File: src/rtl/branch_redirect_unit_if.sv
// Fetch-side redirect bundle: EX resolution inputs in, PC and flush controls out.
interface branch_redirect_unit_if #(
  parameter int unsigned CNT_W = 16
);
  logic             stall;
  logic             ex_valid;
  logic             ex_beq;
  logic             ex_bne;
  logic             ex_jump;
  logic [31:0]      ex_pc_plus1;
  logic [31:0]      ex_offset;
  logic [25:0]      ex_jindex;
  logic [31:0]      ex_rs_data;
  logic [31:0]      ex_rt_data;
  logic [31:0]      pc;
  logic [31:0]      pc_plus1;
  logic             redirect;
  logic             flush_id_ex;
  logic             flush_ex_mem;
  logic [CNT_W-1:0] branch_count;
  logic [CNT_W-1:0] taken_count;

  modport slave (
    input  stall, ex_valid, ex_beq, ex_bne, ex_jump,
           ex_pc_plus1, ex_offset, ex_jindex, ex_rs_data, ex_rt_data,
    output pc, pc_plus1, redirect, flush_id_ex, flush_ex_mem,
           branch_count, taken_count
  );

  modport master (
    output stall, ex_valid, ex_beq, ex_bne, ex_jump,
           ex_pc_plus1, ex_offset, ex_jindex, ex_rs_data, ex_rt_data,
    input  pc, pc_plus1, redirect, flush_id_ex, flush_ex_mem,
           branch_count, taken_count
  );
endinterface

File: src/rtl/branch_redirect_unit.sv
// Word-addressed PC owner: resolves beq/bne/j in EX, redirects fetch and
// kills the two wrong-path instructions during a one-cycle shadow.
module branch_redirect_unit #(
  parameter logic [31:0] RESET_PC = '0,
  parameter int unsigned CNT_W    = 16
) (
  input  logic                  clk,
  input  logic                  reset,
  branch_redirect_unit_if.slave bif
);

  typedef enum logic {RUN, SHADOW} state_t;

  state_t           state_q, state_d;
  logic [31:0]      pc_q, pc_d;
  logic             redirect_q, redirect_d;
  logic [CNT_W-1:0] branch_cnt_q, branch_cnt_d;
  logic [CNT_W-1:0] taken_cnt_q, taken_cnt_d;

  logic        operands_eq;
  logic        resolve;
  logic        take;
  logic [31:0] target;

  assign operands_eq = (bif.ex_rs_data == bif.ex_rt_data);
  assign resolve     = bif.ex_valid && (state_q == RUN);

  // Jump wins over branches; beq wins over bne when both are set.
  always_comb begin
    take   = 1'b0;
    target = bif.ex_pc_plus1 + bif.ex_offset;
    if (bif.ex_jump) begin
      take   = resolve;
      target = {bif.ex_pc_plus1[31:26], bif.ex_jindex};
    end else if (bif.ex_beq) begin
      take = resolve && operands_eq;
    end else if (bif.ex_bne) begin
      take = resolve && !operands_eq;
    end
  end

  always_comb begin
    state_d      = RUN;
    pc_d         = pc_q + 32'd1;
    redirect_d   = 1'b0;
    branch_cnt_d = branch_cnt_q;
    taken_cnt_d  = taken_cnt_q;
    unique case (state_q)
      RUN: begin
        if (take) begin
          pc_d        = target;
          state_d     = SHADOW;
          redirect_d  = 1'b1;
          taken_cnt_d = taken_cnt_q + CNT_W'(1);
        end else if (bif.stall) begin
          pc_d = pc_q;
        end
        if (resolve && (bif.ex_beq || bif.ex_bne))
          branch_cnt_d = branch_cnt_q + CNT_W'(1);
      end
      SHADOW: begin
        state_d = RUN;
      end
      default: begin
        state_d = RUN;
      end
    endcase
  end

  always_ff @(posedge clk or posedge reset) begin
    if (reset) begin
      state_q      <= RUN;
      pc_q         <= RESET_PC;
      redirect_q   <= 1'b0;
      branch_cnt_q <= '0;
      taken_cnt_q  <= '0;
    end else begin
      state_q      <= state_d;
      pc_q         <= pc_d;
      redirect_q   <= redirect_d;
      branch_cnt_q <= branch_cnt_d;
      taken_cnt_q  <= taken_cnt_d;
    end
  end

  // Both flushes coincide with redirect: the shadow cycle kills br+1 and br+2.
  assign bif.pc           = pc_q;
  assign bif.pc_plus1     = pc_q + 32'd1;
  assign bif.redirect     = redirect_q;
  assign bif.flush_id_ex  = redirect_q;
  assign bif.flush_ex_mem = redirect_q;
  assign bif.branch_count = branch_cnt_q;
  assign bif.taken_count  = taken_cnt_q;

endmodule

File: src/flat_wrapper.sv
// flat-port wrapper written by rule: the top's interface ports become plain ports
module branch_redirect_unit_flat 
#(
  parameter logic [31:0] RESET_PC = '0,
  parameter int unsigned CNT_W    = 16
)
  (clk, reset, bif_stall, bif_ex_valid, bif_ex_beq, bif_ex_bne, bif_ex_jump, bif_ex_pc_plus1, bif_ex_offset, bif_ex_jindex, bif_ex_rs_data, bif_ex_rt_data, bif_pc, bif_pc_plus1, bif_redirect, bif_flush_id_ex, bif_flush_ex_mem, bif_branch_count, bif_taken_count);
  branch_redirect_unit_if #(.CNT_W(CNT_W)) bif_i ();
  input  logic clk;
  input  logic reset;
  input wire logic [$bits(bif_i.stall)-1:0] bif_stall;
  input wire logic [$bits(bif_i.ex_valid)-1:0] bif_ex_valid;
  input wire logic [$bits(bif_i.ex_beq)-1:0] bif_ex_beq;
  input wire logic [$bits(bif_i.ex_bne)-1:0] bif_ex_bne;
  input wire logic [$bits(bif_i.ex_jump)-1:0] bif_ex_jump;
  input wire logic [$bits(bif_i.ex_pc_plus1)-1:0] bif_ex_pc_plus1;
  input wire logic [$bits(bif_i.ex_offset)-1:0] bif_ex_offset;
  input wire logic [$bits(bif_i.ex_jindex)-1:0] bif_ex_jindex;
  input wire logic [$bits(bif_i.ex_rs_data)-1:0] bif_ex_rs_data;
  input wire logic [$bits(bif_i.ex_rt_data)-1:0] bif_ex_rt_data;
  output wire logic [$bits(bif_i.pc)-1:0] bif_pc;
  output wire logic [$bits(bif_i.pc_plus1)-1:0] bif_pc_plus1;
  output wire logic [$bits(bif_i.redirect)-1:0] bif_redirect;
  output wire logic [$bits(bif_i.flush_id_ex)-1:0] bif_flush_id_ex;
  output wire logic [$bits(bif_i.flush_ex_mem)-1:0] bif_flush_ex_mem;
  output wire logic [$bits(bif_i.branch_count)-1:0] bif_branch_count;
  output wire logic [$bits(bif_i.taken_count)-1:0] bif_taken_count;
  assign bif_i.stall = bif_stall;
  assign bif_i.ex_valid = bif_ex_valid;
  assign bif_i.ex_beq = bif_ex_beq;
  assign bif_i.ex_bne = bif_ex_bne;
  assign bif_i.ex_jump = bif_ex_jump;
  assign bif_i.ex_pc_plus1 = bif_ex_pc_plus1;
  assign bif_i.ex_offset = bif_ex_offset;
  assign bif_i.ex_jindex = bif_ex_jindex;
  assign bif_i.ex_rs_data = bif_ex_rs_data;
  assign bif_i.ex_rt_data = bif_ex_rt_data;
  assign bif_pc = bif_i.pc;
  assign bif_pc_plus1 = bif_i.pc_plus1;
  assign bif_redirect = bif_i.redirect;
  assign bif_flush_id_ex = bif_i.flush_id_ex;
  assign bif_flush_ex_mem = bif_i.flush_ex_mem;
  assign bif_branch_count = bif_i.branch_count;
  assign bif_taken_count = bif_i.taken_count;
  branch_redirect_unit #(.RESET_PC(RESET_PC), .CNT_W(CNT_W)) u_core (.clk(clk), .reset(reset), .bif(bif_i));
endmodule
File: config.mk
export PLATFORM = sky130hd
export DESIGN_NAME = branch_redirect_unit_flat
export DESIGN_NICKNAME = d
export VERILOG_FILES = /design/src/rtl/branch_redirect_unit_if.sv /design/src/rtl/branch_redirect_unit.sv /design/src/flat_wrapper.sv
export SDC_FILE = /design/constraint.sdc
export NUM_CORES = 1
export LEC_CHECK = 0
export BUFFER_PORTS_ARGS = -buffer_cell sky130_fd_sc_hd__buf_2
export CORE_MARGIN = 2
export CORE_UTILIZATION = 52
export CTS_CLUSTER_SIZE = 24
export DETAILED_ROUTE_END_ITERATION = 8
export PLACE_DENSITY_LB_ADDON = 0.15
export REMOVE_ABC_BUFFERS = 1
export SKIP_LAST_GASP = 1
export SLEW_MARGIN = 20
export SYNTH_ARGS = -nofsm -noshare
export SYNTH_HDL_FRONTEND = slang
export SYNTH_SLANG_ARGS = --single-unit
File: constraint.sdc
create_clock -name clk -period 7.4 [get_ports clk]
set_input_delay 1.48 -clock clk [delete_from_list [all_inputs] [get_ports clk]]
set_output_delay 1.48 -clock clk [all_outputs]
set_load 0.02 [all_outputs]
==> results of run 1 <==
## cell type report
cell class,instances,area (um^2),share of cell area
tap,140,175.2,0.02385
multi-input combinational,570,3995,0.5439
inverter,9,33.78,0.004599
clock buffer,11,141.4,0.01925
clock inverter,5,55.05,0.007494
timing repair buffer,262,1319,0.1795
sequential,65,1627,0.2214
## stage by stage
stage	util	std cells	total power [mW]
after floorplan	-	644	1.089
after global placement	0.6595	1046	1.374
after detailed placement	0.6595	1046	1.390
after CTS	0.6776	1062	1.692
after global routing	0.6776	1062	1.798
final	0.6776	1062	1.691
## power groups by stage
| stage | logic, mW | clock network (mW) | registers [mW] |
|---|---|---|---|
| 5_1_grt | 0.893 | 0.321 | 0.585 |
| 4_1_cts | 0.820 | 0.303 | 0.569 |
| 3_3_place_gp | 0.806 | 0 | 0.568 |
| 3_5_place_dp | 0.815 | 0 | 0.575 |
| 2_1_floorplan | 0.437 | 0 | 0.652 |
| 6_report | 0.820 | 0.299 | 0.573 |
## synth_stat cells, types with 5 or more instances
master,instances,area [um^2]
a21oi_1,44,220.2
a31oi_1,7,43.79
nand3_1,32,160.2
nand4_1,28,175.2
mux2i_1,6,60.06
a211oi_1,15,112.6
nand2b_1,7,43.79
a21o_1,18,135.1
nand2_1,60,225.2
xnor2_1,103,902.1
and4_1,7,61.31
clkbuf_1,19,71.32
and3_1,13,81.33
nor2_1,47,176.4
ha_1,34,425.4
nor2b_1,6,37.54
o21ai_0,20,100.1
dfrtp_1,65,1627
inv_1,8,30.03
nor3_1,19,95.09
xor2_1,42,367.9
nor4_1,5,31.28
## worst paths after layout
check / from / to / slack, ns
worst max-delay path: u_core.bif.pc[0] / bif_pc_plus1[26] / 2.93
worst min-delay path: u_core.bif.branch_count[15] / u_core.bif.branch_count[15] / 0.49
worst max register to register: u_core.bif.pc[0] / u_core.bif.pc[26] / 4.47
worst min register to register: u_core.bif.branch_count[15] / u_core.bif.branch_count[15] / 0.49
max in group asynchronous: reset / u_core.bif.pc[15] / 5.48
min in group asynchronous: reset / u_core.bif.branch_count[15] / 1.39
## sequential cells by signal, summed over array words and instances (netlist names)
signal / count
u_core.bif.taken_count: 16
u_core.bif.flush_ex_mem: 1
u_core.bif.pc: 32
u_core.bif.branch_count: 16
## metal layers
metal / wire length, um / vias to the layer above / track usage / share of wire
met2: 8037 / 222 / 0.4647 / 0.48
met3: 1078 / 25 / 0.04505 / 0.064
met4: 265 / 0 / 0.07957 / 0.016
met5: 0 / - / 0 / 0
li1: - / 2900 / - / -
met1: 7420 / 2807 / 0.3723 / 0.44
## worst max-delay path: stages, from the launching register on
cell	delay (ns)
dfrtp_1	0.44
ha_1	0.25
nand3_1	0.18
nor2_2	0.38
nand4_1	0.36
nor2_1	0.26
nand2_1	0.15
nor2_1	0.19
nand3_1	0.12
xnor2_1	0.14
buf_2	0.18
## logic make-up after synthesis
kind of cell / after synthesis / share of synthesized area
adders and majority gates: 35 / 0.07711
buffers and inverters: 37 / 0.02707
xor gates and xnor gates: 145 / 0.2198
AOI/OAI and AO/OA: 150 / 0.1819
DFF: 65 / 0.2816
muxes: 8 / 0.01494
and+or+nand+nor: 232 / 0.1975
==> impl_metrics.tcl, run 1 <==
set metrics [dict create \
    wl_um 16800 \
    grt_max_degree 66 \
    ir_drop_mv 0.1657 \
    die_area_um2 11970 \
    tns_ns 0 \
    p_sw_mw 0.7606 \
    cts_resized 0 \
    first_global_vias 5587 \
    ant_nets 0 \
    synthArstFlopShare 1.000 \
    synth-edff-count 0 \
    rows 38 \
    nFillCells 953 \
    clk_pin_slew_ns 0.07 \
    syn_inst 672 \
    synth_area_per_cell_um2 8.596 \
    clock_sinks 65 \
    critical_path.startpoint_type "flop" \
    drive_above_1_share 0.3189 \
    ys_ff_latch 65 \
    relSlewSlack 0.3263 \
    clockBufferDepth 2 \
    globalplace.congestion 0.9257 \
    routedWlPerCell_um 15.82 \
    syn_to_final_growth_pct 27.16 \
    numCtsBuffers 9 \
    firstDrtPassIters 5 \
    hold_path_class "reg -> reg" \
    fp.dieW_um 109.4 \
    grt_pass1_wl_um 26570 \
    fp.dieH_um 109.4 \
    setup.worst_path.end_class "primary output" \
    arrival_ns 2.99 \
    ys_warn_count 0 \
    drc 0 \
    grtUsageTotal 0.2784 \
    dp_hpwl_um 13510 \
    antenna_found_initial 0 \
    crit_fanout 9 \
    p_comb_frac 0.485 \
    outcome "complete, no violations" \
    setup_viol 0 \
    cts-root-buf "clkbuf_8" \
    htreeDepth 3 \
    postCtsSetupBuffers 0 \
    hold_depth 1 \
    design_area_um2 7346 \
    rsz0062_at_grt "no" \
    leakagePower_nw 3.440 \
    swShare 0.4497 \
    num-nets-final 1113 \
    drtIter0Drc 418 \
    fin_skew_ns 0.006693 \
    num_antenna_cells 0 \
    period_needed_ns 4.471 \
    r2r_cells 10 \
    worst_slack_ns 2.929 \
    vias 5954 \
    boundaryPins 260 \
    clock.fmax_ghz 0.2237 \
    final_common_cell "buf_2" \
    hold_viol_final 0 \
    cts_hold_buf 0 \
    drv_slew 0 \
    clk_latency_ns 0.33 \
    hold_ws_ns 0.4923 \
    core_um2 10840 \
    place_area_um2 7149 \
    crit_required_ns 5.92 \
    critPathKind "reg -> out" \
    p_clk_frac 0.177 \
    cap_violations 0 \
    power.internal_mw 0.9308 \
    initial_core_util 0.5329 \
    finalCritPeriodShare 0.6042 \
    power_density_nw_per_um2 230.3 \
    syn_area_um2 5777 \
    final_cell_mix "259 x buf_2, 103 x xnor2_1, 65 x dfrtp_1, 60 x nand2_1, 47 x nor2_1" \
    ys_seq_area_frac 0.2816 \
    worst_pin_slew_ns 1.009 \
    seq_power_share 0.339 \
    yosys.cell_types.count 63 \
    cts_tree "built" \
    dp_slack_ns 2.840 \
    viasPerCell 5.606 \
    ys.flop_type "dfrtp_1" \
    grt-ovfl-total 0 \
    portBuffers 259 \
]
(Power assumes the default switching activity.)
==> inputs of run 2 (changes only) <==
--- a/config.mk
+++ b/config.mk
@@ -7,7 +7,7 @@
 export LEC_CHECK = 0
 export BUFFER_PORTS_ARGS = -buffer_cell sky130_fd_sc_hd__buf_2
 export CORE_MARGIN = 2
-export CORE_UTILIZATION = 52
+export CORE_UTILIZATION = 49
 export CTS_CLUSTER_SIZE = 24
 export DETAILED_ROUTE_END_ITERATION = 8
 export PLACE_DENSITY_LB_ADDON = 0.15
==> constraint.sdc (replaced) <==
create_clock -name clk -period 4.36 [get_ports clk]
set_input_delay 0.872 -clock clk [delete_from_list [all_inputs] [get_ports clk]]
set_output_delay 0.872 -clock clk [all_outputs]
set_load 0.02 [all_outputs]
==> run 2 against run 1 <==
Compared with the run above: clock skew down 0.00052 ns; cell area grew 2.4%; combinational power up 70%; worst hold slack worse by 0.024 ns; first-iteration DRC count down 2.6%; sequential power rose by 69%; count of clock-buffer cells in the layout is 1 lower; clock power rose to 2.8 times the previous value; via count shrank 1.4%; flip-flop and latch count unchanged; non-clock buffer count increased by 2; critical endpoint is now bif_pc_plus1[31]; largest power group unchanged; highest routed layer unchanged.
==> impl_metrics.tcl, run 2 (synthesized netlist as in run 1, its figures left out) <==
set metrics [dict create \
    first_global_vias 5825 \
    crit_fanout 8 \
    setup.worst_path.end_class "primary output" \
    rows 39 \
    num-nets-final 1115 \
    route.met2.wl_um 8163 \
    fin_skew_ns 0.006174 \
    finalCritPeriodShare 0.8909 \
    final_cells 1067 \
    viasPerCell 5.501 \
    place_inst 1051 \
    cts_tree "built" \
    leakagePower_nw 3.523 \
    grt_max_degree 40 \
    clock_sinks 65 \
    maxUsedRoutingLayer "met4" \
    core_um2 11470 \
    routedWlPerCell_um 15.83 \
    crit_chain "and3_1 > and4_1 > and3_1 > nand2_1 > nor3_1 > nand3_1 > xnor2_1 > buf_2" \
    initial_core_util 0.5038 \
    drc 0 \
    grt-ovfl-total 0 \
    fp.dieH_um 112.6 \
    relSlewSlack 0.5311 \
    crit_required_ns 3.49 \
    ant_nets 0 \
    drive_above_1_share 0.3214 \
    hold_path_class "reg -> reg" \
    hold_viol_final 0 \
    globalplace.congestion 0.9108 \
    numCtsBuffers 9 \
    fp.dieW_um 112.6 \
    boundaryPins 260 \
    grt_pass1_wl_um 27550 \
    cts-root-buf "clkbuf_16" \
    arrival_ns 3.01 \
    antenna_found_initial 0 \
    worst_pin_slew_ns 0.6980 \
    period_needed_ns 3.884 \
    path_buf_inv 1 \
    cts_hold_buf 0 \
    clk_latency_ns 0.32 \
    dp_hpwl_um 13530 \
    htreeDepth 3 \
    grtUsageTotal 0.2645 \
    clock.fmax_ghz 0.2574 \
    critical-path-top-delay-family "simple AND/OR/NAND/NOR gates" \
    max_stage_delay_ns 0.57 \
    final_cell_mix "259 x buf_2, 103 x xnor2_1, 65 x dfrtp_1, 60 x nand2_1, 47 x nor2_1" \
    power_density_nw_per_um2 426.0 \
    critPathKind "reg -> out" \
    postCtsSetupBuffers 0 \
    clk_pin_slew_ns 0.06 \
    rsz0062_at_grt "no" \
    tns_ns 0 \
    syn_to_final_growth_pct 30.21 \
    critical_path.startpoint_type "flop" \
    clockBufferDepth 2 \
    portBuffers 259 \
    wl_met1_um 7438 \
    cap_violations 0 \
    wl_um 16890 \
    largest_reg_flops 32 \
    vias 5870 \
    num_antenna_cells 0 \
    outcome "complete, no violations" \
    setup_viol 0 \
    nFillCells 992 \
    die_area_um2 12670 \
    ir_drop_mv 0.3025 \
    drtIter0Drc 407 \
    cts_resized 0 \
    fin_util 0.6560 \
    crit_top_cell "and3_1" \
    drv_slew 0 \
    crit_path_top_delay_cell "nor3_1" \
    firstDrtPassIters 4 \
    met3_wirelength_um 846 \
    final_common_cell "buf_2" \
]
run 2: changes by cell type in the layout (fill, tap and decap cells not counted), sizes merged:
cell and delta:
buf +2, bufinv +2, clkbuf -1, clkinvlp -1
run 2: final timing paths:
check	start	to	slack, ns	depth (start not counted)
min in group asynchronous	reset	u_core.bif.taken_count[11]	0.61	2
max in group asynchronous	reset	u_core.bif.branch_count[14]	2.83	3
hold reg to reg	u_core.bif.branch_count[15]	u_core.bif.branch_count[15]	0.47	1
setup reg to reg	u_core.bif.pc[0]	u_core.bif.pc[26]	1.37	10
hold / removal	u_core.bif.branch_count[15]	u_core.bif.branch_count[15]	0.47	1
setup / recovery	u_core.bif.pc[6]	bif_pc_plus1[31]	0.48	8
run 2: cell type report:
class | count | area (um^2) | area share
clock buffer | 10 | 239.0 | 0.03177
inverter | 9 | 33.78 | 0.004491
sequential | 65 | 1627 | 0.2162
timing repair buffer | 264 | 1334 | 0.1773
clock inverter | 6 | 115.1 | 0.01530
multi-input combinational | 570 | 3995 | 0.5311
tap | 143 | 178.9 | 0.02379
run 2: where the power goes:
part           internal (mW)  total (mW)  leakage [nW]  switching (mW)
sequential             0.743       0.969         0.801           0.226
clock                  0.576       0.843         0.169           0.267
combinational          0.562        1.39          2.55           0.831
total                   1.88        3.20          3.52            1.32
run 2: metrics by stage:
stage / power (mW) / area [um^2] / worst slack [ns] / hold WS (ns)
finish: 3.205 / 7522 / 0.4755 / 0.4688
global route: 3.393 / 7522 / 0.2085 / 0.4949
CTS: 3.219 / 7522 / 0.4900 / 0.4697
detailed placement: 2.367 / 7168 / 0.5635 / 0.4582
global placement: 2.334 / 7168 / 0.6049 / 0.4544
floorplan: 1.849 / 5654 / 0.3071 / 0.5824
run 2: routing by layer:
| metal | global-route usage | vias to the layer above |
|---|---|---|
| met5 | 0 | - |
| met4 | 0.09593 | 0 |
| met3 | 0.04374 | 34 |
| met2 | 0.4431 | 190 |
| met1 | 0.3447 | 2738 |
| li1 | - | 2908 |
==> inputs of run 3 (changes only) <==
--- a/config.mk
+++ b/config.mk
@@ -7,7 +7,7 @@
 export LEC_CHECK = 0
 export BUFFER_PORTS_ARGS = -buffer_cell sky130_fd_sc_hd__buf_2
 export CORE_MARGIN = 2
-export CORE_UTILIZATION = 49
+export CORE_UTILIZATION = 40
 export CTS_CLUSTER_SIZE = 24
 export DETAILED_ROUTE_END_ITERATION = 8
 export PLACE_DENSITY_LB_ADDON = 0.15
==> constraint.sdc (replaced) <==
create_clock -name clk -period 4.6 [get_ports clk]
set_input_delay 0.92 -clock clk [delete_from_list [all_inputs] [get_ports clk]]
set_output_delay 0.92 -clock clk [all_outputs]
set_load 0.02 [all_outputs]
==> run 3 against run 2 <==
Compared with the run above: wire length is 3.9% higher; via count decreased by 0.73%; critical endpoint unchanged; first-iteration DRC count fell by 37%; count of clock-buffer cells in the layout is 1 lower.
==> impl_metrics.tcl, run 3 (synthesized netlist as in run 1, its figures left out) <==
set metrics [dict create \
    max_stage_delay_ns 0.50 \
    final_cells 1106 \
    boundaryPins 260 \
    final_cell_mix "259 x buf_2, 103 x xnor2_1, 65 x dfrtp_1, 60 x nand2_1, 47 x nor2_1" \
    relSlewSlack 0.4202 \
    fin_skew_ns 0.004517 \
    multi_input_area_um2 3995 \
    seq_power_share 0.309 \
    grt-ovfl-total 0 \
    rsz0062_at_grt "no" \
    drv_slew 0 \
    drtIter0Drc 258 \
    grt_pass1_wl_um 27610 \
    cap_violations 0 \
    crit_path_top_delay_cell "nor3_1" \
    postCtsSetupBuffers 0 \
    dp_hpwl_um 14240 \
    clk_latency_ns 0.34 \
    cts_resized 0 \
    core_um2 13990 \
    critical_path.startpoint_type "flop" \
    initial_core_util 0.4130 \
    syn_to_final_growth_pct 30.58 \
    antenna_found_initial 1 \
    cts-root-buf "clkbuf_16" \
    hold_depth 1 \
    arrival_ns 2.88 \
    fp.dieW_um 124.2 \
    critPathKind "reg -> out" \
    crit_fanout 6 \
    regArea_um2 1627 \
    worst_pin_slew_ns 0.8684 \
    portBuffers 259 \
    largest_reg_flops 32 \
    cts_hold_buf 0 \
    tns_ns 0 \
    period_needed_ns 3.802 \
    r2r_cells 9 \
    hold_viol_final 0 \
    grt_max_degree 57 \
    drive_above_1_share 0.3222 \
    clock_sinks 65 \
    place_area_um2 7222 \
    htreeDepth 3 \
    first_global_vias 5459 \
    swShare 0.4233 \
    firstDrtPassIters 5 \
    hold_path_class "reg -> reg" \
    crit_top_cell "nand3_1" \
    final_common_cell "buf_2" \
    rows 43 \
    ir_drop_mv 0.1845 \
    globalplace.congestion 0.9074 \
    finalCritPeriodShare 0.8266 \
    fin_util 0.5393 \
    viasPerCell 5.269 \
    power.internal_mw 1.711 \
    routedWlPerCell_um 15.87 \
    clk_pin_slew_ns 0.06 \
    clock.fmax_ghz 0.2630 \
    outcome "complete, no violations" \
    ant_nets 0 \
    grtUsageTotal 0.2302 \
    vias 5827 \
    crit_required_ns 3.68 \
    p_sw_mw 1.256 \
    setup_viol 0 \
    place_inst 1089 \
    numCtsBuffers 9 \
    drc 0 \
    p_clk_frac 0.249 \
    crit_chain "nand3_1 > nor2_1 > and3_1 > nand2_1 > nor3_1 > nand3_1 > xnor2_1 > buf_2" \
    setup.worst_path.end_class "primary output" \
    clockBufferDepth 2 \
    power_density_nw_per_um2 393.4 \
    num-nets-final 1116 \
    nFillCells 1403 \
    design_area_um2 7543 \
    p_comb_frac 0.442 \
    cts_tree "built" \
    leakagePower_nw 3.511 \
    die_area_um2 15420 \
    wl_um 17560 \
    fp.dieH_um 124.2 \
]
run 3: metal layers:
layer  wire, um  vias to the layer above  part of all wire  track usage
met5          0                        -                 0            0
met4        464                        0             0.026      0.09059
met3       1050                       30             0.060      0.03526
met2       8228                      195              0.47       0.3791
met1       7812                     2690              0.45       0.3025
li1           -                     2912                 -            -
run 3: worst paths after layout:
check	start	to	slack [ns]
min	u_core.bif.taken_count[15]	u_core.bif.taken_count[15]	0.47
max in group asynchronous	reset	u_core.bif.pc[31]	2.96
max	u_core.bif.pc[2]	bif_pc_plus1[31]	0.80
max reg2reg	u_core.bif.pc[2]	u_core.bif.pc[29]	1.86
min reg2reg	u_core.bif.taken_count[15]	u_core.bif.taken_count[15]	0.47
min in group asynchronous	reset	u_core.bif.taken_count[13]	0.77
run 3: critical path: cells and delay by family (launching register included):
| family | cells | cell delay, ns |
|---|---|---|
| XOR/XNOR | 1 | 0.15 |
| flip-flops | 1 | 0.44 |
| buffers and inverters | 1 | 0.18 |
| AND/OR/NAND/NOR | 6 | 1.77 |
run 3: layout make-up:
class                   count  share of cell area
diodes                      1           0.0003317
clock buffers               9             0.02986
clock inverters             7             0.01244
inverters                   9            0.004478
multi-input cells         570              0.5296
flip-flops and latches     65              0.2156
well taps                 180             0.02986
repair buffers            265              0.1778
run 3: metrics by stage:
stage / hold WS [ns] / setup slack (ns) / power (mW)
6_report: 0.4725 / 0.7977 / 2.968
2_1_floorplan: 0.5824 / 0.4991 / 1.753
5_1_grt: 0.4958 / 0.5712 / 3.161
3_5_place_dp: 0.4621 / 0.7902 / 2.239
4_1_cts: 0.4736 / 0.7861 / 2.988
3_3_place_gp: 0.4614 / 0.8181 / 2.236
run 3: power by group through the flow:
stage               clock [mW]  sequential (mW)  combinational, mW
floorplan                    0             1.05              0.703
global placement             0            0.922               1.31
detailed placement           0            0.924               1.31
CTS                      0.751            0.917               1.32
global route             0.774            0.944               1.44
finish                   0.740            0.917               1.31
